<file path="src/rtl/keypad_emulator.sv">
// rtl/keypad_emulator.sv - emulates one key of a 4x4 scanned matrix keypad, with contact bounce
//
// Ports:
//   clk        in   clock, rising edge
//   rst_n      in   asynchronous active-low reset
//   key_valid  in   request to press key_code
//   key_code   in   [3:0] hex key to press
//   key_ready  out  request accepted when high (IDLE only)
//   columnas   in   [3:0] column drive from the scanner, bit 3 = column 0
//   filas      out  [3:0] registered row return
//   busy       out  key sequence in progress
//   done       out  one-cycle pulse on the GAP -> IDLE transition
module keypad_emulator #(
    parameter int unsigned HOLD_CYCLES   = 20000,
    parameter int unsigned BOUNCE_CYCLES = 200,
    parameter int unsigned TOGGLE_CYCLES = 16,
    parameter int unsigned GAP_CYCLES    = 20000
) (
    input  logic       clk,
    input  logic       rst_n,
    input  logic       key_valid,
    input  logic [3:0] key_code,
    output logic       key_ready,
    input  logic [3:0] columnas,
    output logic [3:0] filas,
    output logic       busy,
    output logic       done
);

    typedef enum logic [2:0] {
        IDLE,
        PRESS_BOUNCE,
        HOLD,
        RELEASE_BOUNCE,
        GAP
    } state_t;

    state_t      state;
    state_t      next_state;
    logic [31:0] cnt;
    logic [3:0]  key_q;
    logic [3:0]  key_col;
    logic [3:0]  key_row;
    logic        toggled;
    logic        contact;

    function automatic logic [31:0] phase_len(input state_t s);
        case (s)
            PRESS_BOUNCE:   return BOUNCE_CYCLES;
            HOLD:           return HOLD_CYCLES;
            RELEASE_BOUNCE: return BOUNCE_CYCLES;
            GAP:            return GAP_CYCLES;
            default:        return 32'd0;
        endcase
    endfunction

    function automatic state_t succ(input state_t s);
        case (s)
            IDLE:           return PRESS_BOUNCE;
            PRESS_BOUNCE:   return HOLD;
            HOLD:           return RELEASE_BOUNCE;
            RELEASE_BOUNCE: return GAP;
            default:        return IDLE;
        endcase
    endfunction

    // Zero-length phases are stepped over so they occupy no cycles at all.
    function automatic state_t skip_empty(input state_t s);
        state_t r;
        r = s;
        for (int i = 0; i < 4; i++) begin
            if (r != IDLE && phase_len(r) == 32'd0) begin
                r = succ(r);
            end
        end
        return r;
    endfunction

    always_ff @(posedge clk or negedge rst_n) begin
        if (!rst_n) begin
            state <= IDLE;
            cnt   <= 32'd0;
            key_q <= 4'h0;
        end else begin
            state <= next_state;
            if (next_state != state) begin
                cnt <= 32'd0;
            end else if (state != IDLE) begin
                cnt <= cnt + 32'd1;
            end
            if (state == IDLE && key_valid) begin
                key_q <= key_code;
            end
        end
    end

    always_comb begin
        next_state = state;
        key_ready  = 1'b0;
        case (state)
            IDLE: begin
                key_ready = 1'b1;
                if (key_valid) begin
                    next_state = skip_empty(PRESS_BOUNCE);
                end
            end
            default: begin
                if (cnt == phase_len(state) - 32'd1) begin
                    next_state = skip_empty(succ(state));
                end
            end
        endcase
    end

    assign done = (state != IDLE) && (next_state == IDLE);
    assign busy = ~key_ready;

    // Bounce slot parity: even slots keep the phase's starting level.
    assign toggled = ((cnt / TOGGLE_CYCLES) & 32'd1) != 32'd0;

    always_comb begin
        contact = 1'b0;
        case (state)
            PRESS_BOUNCE:   contact = ~toggled;
            HOLD:           contact = 1'b1;
            RELEASE_BOUNCE: contact = toggled;
            default:        contact = 1'b0;
        endcase
    end

    always_comb begin
        {key_col, key_row} = 8'h00;
        case (key_q)
            4'hD: {key_col, key_row} = 8'h11;
            4'hC: {key_col, key_row} = 8'h12;
            4'hB: {key_col, key_row} = 8'h14;
            4'hA: {key_col, key_row} = 8'h18;
            4'hF: {key_col, key_row} = 8'h21;
            4'h9: {key_col, key_row} = 8'h22;
            4'h6: {key_col, key_row} = 8'h24;
            4'h3: {key_col, key_row} = 8'h28;
            4'h0: {key_col, key_row} = 8'h41;
            4'h8: {key_col, key_row} = 8'h42;
            4'h5: {key_col, key_row} = 8'h44;
            4'h2: {key_col, key_row} = 8'h48;
            4'hE: {key_col, key_row} = 8'h81;
            4'h7: {key_col, key_row} = 8'h82;
            4'h4: {key_col, key_row} = 8'h84;
            4'h1: {key_col, key_row} = 8'h88;
            default: {key_col, key_row} = 8'h00;
        endcase
    end

    always_ff @(posedge clk or negedge rst_n) begin
        if (!rst_n) begin
            filas <= 4'h0;
        end else if (contact && ((columnas & key_col) != 4'h0)) begin
            filas <= key_row;
        end else begin
            filas <= 4'h0;
        end
    end

endmodule

</file>
<file path="config.mk">
export PLATFORM = sky130hd
export DESIGN_NAME = keypad_emulator
export DESIGN_NICKNAME = d
export VERILOG_FILES = /design/src/rtl/keypad_emulator.sv
export SDC_FILE = /design/constraint.sdc
export NUM_CORES = 1
export LEC_CHECK = 0
export CAP_MARGIN = 20
export CORE_AREA = 10 10 94 96
export DETAILED_ROUTE_END_ITERATION = 16
export DIE_AREA = 0 0 104 106
export GPL_TIMING_DRIVEN = 0
export PLACE_DENSITY_LB_ADDON = 0.12
export SKIP_CTS_REPAIR_TIMING = 1
export SLEW_MARGIN = 20
export SYNTH_ARGS = -nofsm -noshare
export SYNTH_HDL_FRONTEND = slang
export SYNTH_SLANG_ARGS = --single-unit
</file>
<file path="constraint.sdc">
create_clock -name clk -period 5.3 [get_ports clk]
set_input_delay 0.795 -clock clk [delete_from_list [all_inputs] [get_ports clk]]
set_output_delay 0.795 -clock clk [all_outputs]
set_load 0.05 [all_outputs]
</file>
==> qor.json, run 1 <==
{
  "floorplan": {
    "floorplan.rows": 31,
    "initial_core_util_pct": 39.4,
    "core_area_um2": 7060,
    "die_w_um": 104,
    "dieArea_um2": 11000,
    "die-height_um": 106,
    "ios": 18
  },
  "logic_synthesis": {
    "netlist_area_um2": 2780,
    "netlist_instances": 278,
    "ys_seq_elements": 43,
    "synth_enable_flop_cells": 0,
    "synth_top_family_by_area": "simple AND/OR/NAND/NOR gates",
    "synth_commonest_cells": "43 x dfrtp_1, 31 x nor3_2, 25 x xor2_1",
    "most_area_hungry_cell_type_in_the_yosys_netlist": "dfrtp_1",
    "ys_types": 50,
    "post_synth_main_area_contributors": "dfrtp_1 39%, nor3_2 11%, xor2_1 7.9%, nand4_1 4.7%, ha_1 3.6%",
    "yosys.area_share.adder_pct": 3.60,
    "post_synth_mux_area_share_pct": 2.65,
    "complex_gate_fraction_of_the_synthesized_area_pct": 6.16,
    "synthMostInstantiatedCell": "dfrtp_1",
    "net_count_of_the_mapped_netlist": 297,
    "synthArstFlopShare_pct": 100,
    "synth-main-ff-cell": "dfrtp_1",
    "synth_simple_gate_area_share_pct": 33.2,
    "synth_xor_xnor_area_share_pct": 10.7,
    "avgSynthCellArea_um2": 10.0,
    "synth-seq-area-share_pct": 38.7,
    "synth_top_area_share_pct": 38.7,
    "yosys_warnings": 0
  },
  "critical_path": {
    "worst_r2r_endpoint": "cnt[13]",
    "cpMaxStageDelayCell": "clkdlybuf4s50_1",
    "critical-path-top-delay-family": "simple AND/OR/NAND/NOR gates",
    "critPathBufInv": 3,
    "worst_path_max_fanout": 8,
    "r2r_start": "state[2]",
    "critPathArrivalTime_ns": 3.39,
    "critical_path_required_ns": 4.51,
    "timing_worst_setup_path_type": "reg2out",
    "critPathCaptureType": "output port",
    "crit_path_cell_trace": "buf_2 -> nor2b_4 -> inv_2 -> ha_1 -> or4_1 -> mux2i_1 -> o21ai_2 -> nor3_1 -> and2_1 -> clkdlybuf4s50_1",
    "ff2ff_path_depth": 10,
    "r2r_slack_ns": 2.44,
    "type_of_element_launching_the_critical_path": "register",
    "worst_path_largest_cell_delay_ns": 0.80
  },
  "timing": {
    "fmax_ghz": 0.239,
    "final_max_slew_viol_count": 0,
    "period_needed_ns": 4.18,
    "layout_setup_ws_ns": 1.12,
    "final-setup-viol-count": 0,
    "setup_tns_ns": 0,
    "timing.clock.skew_ns": 0.00909,
    "maxSlewHeadroom_pct": 47.7,
    "fin_crit_sh_pct": 78.9,
    "timing.final.hold_violations": 0,
    "rsz0062_at_grt": "no",
    "worst_pin_slew_ns": 0.778
  },
  "flow_run": {
    "drv_cap": 0
  },
  "pwr": {
    "clock_power_share_pct": 40.1,
    "powerDensity_nw_per_um2": 182,
    "sequentialPowerShare_pct": 56.5,
    "p_sw_share_pct": 21.5,
    "p_switching_mw": 0.125,
    "power_leakage_nw": 1.44,
    "design_power_total_mw": 0.581,
    "internal-power_mw": 0.456,
    "comb_power_share_pct": 3.4,
    "max-vdd-ir-drop_mv": 0.0928
  },
  "route": {
    "drt_wl_total_um": 5960,
    "first_iter_violations": 70,
    "post-route-drc-count": 0,
    "drt-pass1-iter-count": 4,
    "ant_nets": 0,
    "average_wire_per_standard_cell_um": 14.8,
    "dr_total_vias": 2090,
    "detail_route.vias_per_cell": 5.19
  },
  "placement": {
    "finalWeightedCongestion": 0.793,
    "port-buffer-count": 17,
    "dp_cells": 395,
    "dpl.hpwl_um": 4360,
    "place_worst_setup_slack_ns": 1.42
  },
  "clock_tree": {
    "cts.clk_slew.worst_paths_ns": 0.09,
    "clock_tree.htree_level_count": 2,
    "root_driver": "clkbuf_8",
    "clock_latency_ns": 0.29,
    "ctsLongestPathBuffers": 2,
    "tritoncts": "done",
    "cts_num_sinks": 43,
    "cts-buffers-inserted": 5
  },
  "layout": {
    "syn_to_final_growth_pct": 14.8,
    "post_route_cells_drive_above_1_share_pct": 20.1,
    "antenna-diode-count": 0,
    "num-nets-final": 322,
    "finish.cell_count_without_fillers": 403
  },
  "grt": {
    "grt_start_max_net_pins": 28,
    "antenna_found_initial": 0,
    "number_of_global_route_vias_before_repair": 2154,
    "first_pass_grt_wire_length_um": 10600,
    "grt_remaining_overflow": 0,
    "grt_use_total_pct": 11.4
  },
  "status": {
    "status": "completed"
  },
  "hold_path": {
    "timing.hold.worst.class": "in2async"
  }
}
==> power by group through the flow <==
stage	sequential (mW)	clock, mW	combinational [mW]
after detailed placement	0.335	0	0.0208
final	0.328	0.233	0.0200
after global routing	0.328	0.253	0.0226
after global placement	0.335	0	0.0192
after floorplan	0.336	0	0.00154
after CTS	0.328	0.243	0.0208
==> per-stage QoR <==
step                area [µm²]  hold slack (ns)  util (%)
floorplan                 2780            0.499         -
global placement          3080            0.571      43.6
detailed placement        3090            0.587      43.8
CTS                       3190            0.438      45.2
global route              3190            0.447      45.2
finish                    3190            0.436      45.2
==> area by class of cell <==
class	count	area, µm²
fill	716	3860
multi-input combinational	208	1570
sequential	43	1080
timing repair buffer	18	185
tap	99	124
clock buffer	7	96.3
buffer	16	95.1
inverter	11	43.8
clock inverter	1	7.51
==> cells in the final DEF, fill, tap and decap left out, types with 4 or more instances in the layout <==
cell type         n
and3_1           10
nor3_1            8
nand2b_1          5
inv_1             9
dfrtp_1          43
nand2_1          16
nand3_1          10
ha_1              8
nor2_1           13
nor3_2           31
mux2i_1           4
xnor2_1           9
a21oi_1           4
clkbuf_1          4
nor4_1            4
clkdlybuf4s50_1  16
clkbuf_8          7
buf_2             8
xor2_1           25
nand4_1          21
==> worst max-delay path by stage <==
stage | slack [ns] | startpoint | to | cells after the start
2_1_floorplan | 2.19 | state[2] | done | 9
3_3_place_gp | 1.46 | state[2] | done | 10
3_5_place_dp | 1.42 | state[2] | done | 10
4_1_cts | 1.08 | state[2] | done | 10
5_1_grt | 0.92 | state[2] | done | 10
6_report | 1.12 | state[2] | done | 10
==> kinds of logic after synthesis <==
family / Yosys count
muxes: 7
and+or+nand+nor: 137
DFF: 43
AOI/OAI and AO/OA: 22
adders and majority gates: 8
buffers and inverters: 27
xor gates and xnor gates: 34
==> metal layers <==
metal,global-route usage (%),routed length [µm]
met1,14.9,2940
met5,0,0
met2,18.6,2790
met3,2.17,198
met4,3.38,36
==> worst reg2reg max path: stages (launching register included) <==
cell	delay (ns)
dfrtp_1	0.36
buf_2	0.17
nor2b_4	0.20
inv_2	0.08
ha_1	0.28
or4_1	0.54
mux2i_1	0.17
o21ai_2	0.14
nor4_4	0.48
buf_6	0.25
nor3_2	0.07
==> sequential cells by signal (all words and copies together) (netlist names) <==
signal  flops
cnt        32
filas       4
key_q       4
state       3
Note: power is estimated with default switching activity, not from simulation.
==> run 2, diff against run 1 <==
Clock period 5.3 ns to 3.8 ns, I/O delays scaled along.
==> qor.json, run 2 (synthesis gave the netlist of run 1 again) <==
{
  "placement": {
    "finalWeightedCongestion": {"value": 0.793, "change": "unchanged"},
    "port-buffer-count": {"value": 17, "change": "unchanged"},
    "dpl.hpwl": {"value": 4360, "unit": "µm", "change": "unchanged"},
    "place_worst_setup_slack": {"value": 0.143, "unit": "ns", "change": "-1.28 ns"}
  },
  "grt": {
    "grt_use_total": {"value": 11.4, "unit": "%", "change": "unchanged"},
    "grt_remaining_overflow": {"value": 0, "change": "unchanged"},
    "number_of_global_route_vias_before_repair": {"value": 2154, "change": "unchanged"},
    "first_pass_grt_wire_length": {"value": 10600, "unit": "µm", "change": "unchanged"},
    "grt_start_max_net_pins": {"value": 28, "change": "unchanged"},
    "antenna_found_initial": {"value": 0, "change": "unchanged"}
  },
  "floorplan": {
    "ios": {"value": 18, "change": "unchanged"},
    "die_w": {"value": 104, "unit": "µm", "change": "unchanged"},
    "initial_core_util": {"value": 39.4, "unit": "%", "change": "unchanged"},
    "dieArea": {"value": 11000, "unit": "µm²", "change": "unchanged"},
    "core_area": {"value": 7060, "unit": "µm²", "change": "unchanged"},
    "floorplan.rows": {"value": 31, "change": "unchanged"},
    "die-height": {"value": 106, "unit": "µm", "change": "unchanged"}
  },
  "clock_tree": {
    "clock_tree.htree_level_count": {"value": 2, "change": "unchanged"},
    "cts-buffers-inserted": {"value": 5, "change": "unchanged"},
    "cts.clk_slew.worst_paths": {"value": 0.09, "unit": "ns", "change": "about the same"},
    "root_driver": "clkbuf_8",
    "tritoncts": "done",
    "cts_num_sinks": {"value": 43, "change": "unchanged"},
    "ctsLongestPathBuffers": {"value": 2, "change": "unchanged"},
    "clock_latency": {"value": 0.29, "unit": "ns", "change": "about the same"}
  },
  "timing": {
    "worst_pin_slew": {"value": 0.778, "unit": "ns", "change": "-0.000109 ns"},
    "layout_setup_ws": {"value": 0.230, "unit": "ns", "change": "-0.889 ns"},
    "maxSlewHeadroom": {"value": 47.7, "unit": "%", "change": "about the same"},
    "final-setup-viol-count": {"value": 0, "change": "unchanged"},
    "final_max_slew_viol_count": {"value": 0, "change": "unchanged"},
    "period_needed_ns": 3.57,
    "rsz0062_at_grt": "no",
    "worst_slack_on_hold_paths": {"value": 0.211, "unit": "ns", "change": "-0.225 ns"},
    "timing.final.hold_violations": {"value": 0, "change": "unchanged"},
    "fmax_ghz": 0.280,
    "fin_crit_sh_pct": 94.0,
    "timing.clock.skew": {"value": 0.00909, "unit": "ns", "change": "unchanged"}
  },
  "route": {
    "drt-pass1-iter-count": {"value": 4, "change": "unchanged"},
    "detail_route.vias_per_cell": {"value": 5.19, "change": "about the same"},
    "drt_wl_total": {"value": 5960, "unit": "µm", "change": "about the same"},
    "ant_nets": {"value": 0, "change": "unchanged"},
    "dr_total_vias": {"value": 2091, "change": "+0.048%"},
    "post-route-drc-count": {"value": 0, "change": "unchanged"},
    "average_wire_per_standard_cell": {"value": 14.8, "unit": "µm", "change": "about the same"},
    "first_iter_violations": {"value": 70, "change": "unchanged"}
  },
  "layout": {
    "syn_to_final_growth": {"value": 14.9, "unit": "%", "change": "about the same"},
    "top_register": "cnt",
    "top_library_cells_by_usage_in_the_layout_fill_and_taps_aside": "43 x dfrtp_1, 31 x nor3_2, 25 x xor2_1, 21 x nand4_1, 16 x nand2_1",
    "post_route_cells_drive_above_1_share": {"value": 20.1, "unit": "%", "change": "unchanged"},
    "reg.largest.list": "cnt x32, filas x4, key_q x4",
    "layout.cells.most_common": "dfrtp_1",
    "antenna-diode-count": {"value": 0, "change": "unchanged"},
    "largest_register_ffs": {"value": 32, "change": "unchanged"},
    "num-nets-final": {"value": 322, "change": "unchanged"}
  },
  "critical_path": {
    "type_of_element_launching_the_critical_path": "register",
    "critPathCaptureType": "output port",
    "critical_path_required": {"value": 3.23, "unit": "ns", "change": "-1.28 ns"},
    "ff2ff_path_depth": {"value": 10, "change": "unchanged"},
    "worst_path_max_fanout": {"value": 8, "change": "unchanged"},
    "timing_worst_setup_path_type": "reg2out",
    "critPathArrivalTime": {"value": 3.00, "unit": "ns", "change": "-0.39 ns"}
  },
  "pwr": {
    "max-vdd-ir-drop": {"value": 0.129, "unit": "mV", "change": "+39%"},
    "powerDensity": {"value": 253, "unit": "nW/µm²", "change": "+39%"},
    "power_leakage": {"value": 1.46, "unit": "nW", "change": "+1.3%"},
    "design_power_total": {"value": 0.810, "unit": "mW", "change": "+39%"}
  },
  "status": {
    "status": "completed"
  },
  "flow_run": {
    "drv_cap": {"value": 0, "change": "unchanged"}
  },
  "hold_path": {
    "timing.hold.worst.class": "in2async"
  }
}
[run 2: changes by cell type in the layout (fill, tap and decap cells not counted)]
cell             change
clkdlybuf4s50_1      -1
dlymetal6s2s_1       +1
[run 2: metal layers]
layer	GRT usage [%]	up-vias	part of all wire, %
li1	-	1051	-
met1	14.9	1007	50
met2	18.6	31	47
met3	2.17	2	3.2
met4	3.38	0	0.60
met5	0	-	0
[run 2: path summary, 6_finish.rpt]
| path | from | to | slack, ns |
|---|---|---|---|
| setup / recovery | state[2] | done | 0.23 |
| hold / removal | rst_n | cnt[24] | 0.21 |
| setup reg to reg | state[2] | cnt[13] | 0.94 |
| hold reg to reg | cnt[1] | cnt[1] | 0.60 |
| max in group asynchronous | rst_n | cnt[4] | 3.09 |
| min in group clk | cnt[1] | cnt[1] | 0.60 |
[run 2: worst max-delay path: stages (launching register included)]
cell and delay, ns:
dfrtp_1 0.36, buf_2 0.17, nor2b_4 0.19, inv_2 0.08, ha_1 0.27, or4_1 0.54
mux2i_1 0.17, o21ai_2 0.14, nor3_1 0.22, and2_1 0.14, dlymetal6s2s_1 0.41
[run 2: power breakdown]
part	leakage (nW)	internal, mW	switching, mW	total, mW
combinational	0.834	0.0127	0.0152	0.0279
sequential	0.573	0.458	0.000128	0.458
clock	0.0505	0.165	0.159	0.324
total	1.46	0.636	0.174	0.810
[run 2: metrics by stage]
step / utilization (%) / setup TNS (ns) / cell area (µm²) / instances
floorplan: - / 0 / 2780 / 278
global placement: 43.6 / 0 / 3080 / 394
detailed placement: 43.8 / 0 / 3090 / 395
CTS: 45.2 / -0.197 / 3190 / 403
global route: 45.3 / 0 / 3200 / 403
finish: 45.3 / 0 / 3200 / 403
[run 2: cell type report]
| type | instances | area (µm²) |
|---|---|---|
| Buffer | 16 | 95.1 |
| Clock buffer | 7 | 96.3 |
| Clock inverter | 1 | 7.51 |
| Fill cell | 717 | 3860 |
| Inverter | 11 | 43.8 |
| Multi-Input combinational cell | 208 | 1570 |
| Sequential cell | 43 | 1080 |
| Tap cell | 99 | 124 |
| Timing Repair Buffer | 18 | 188 |
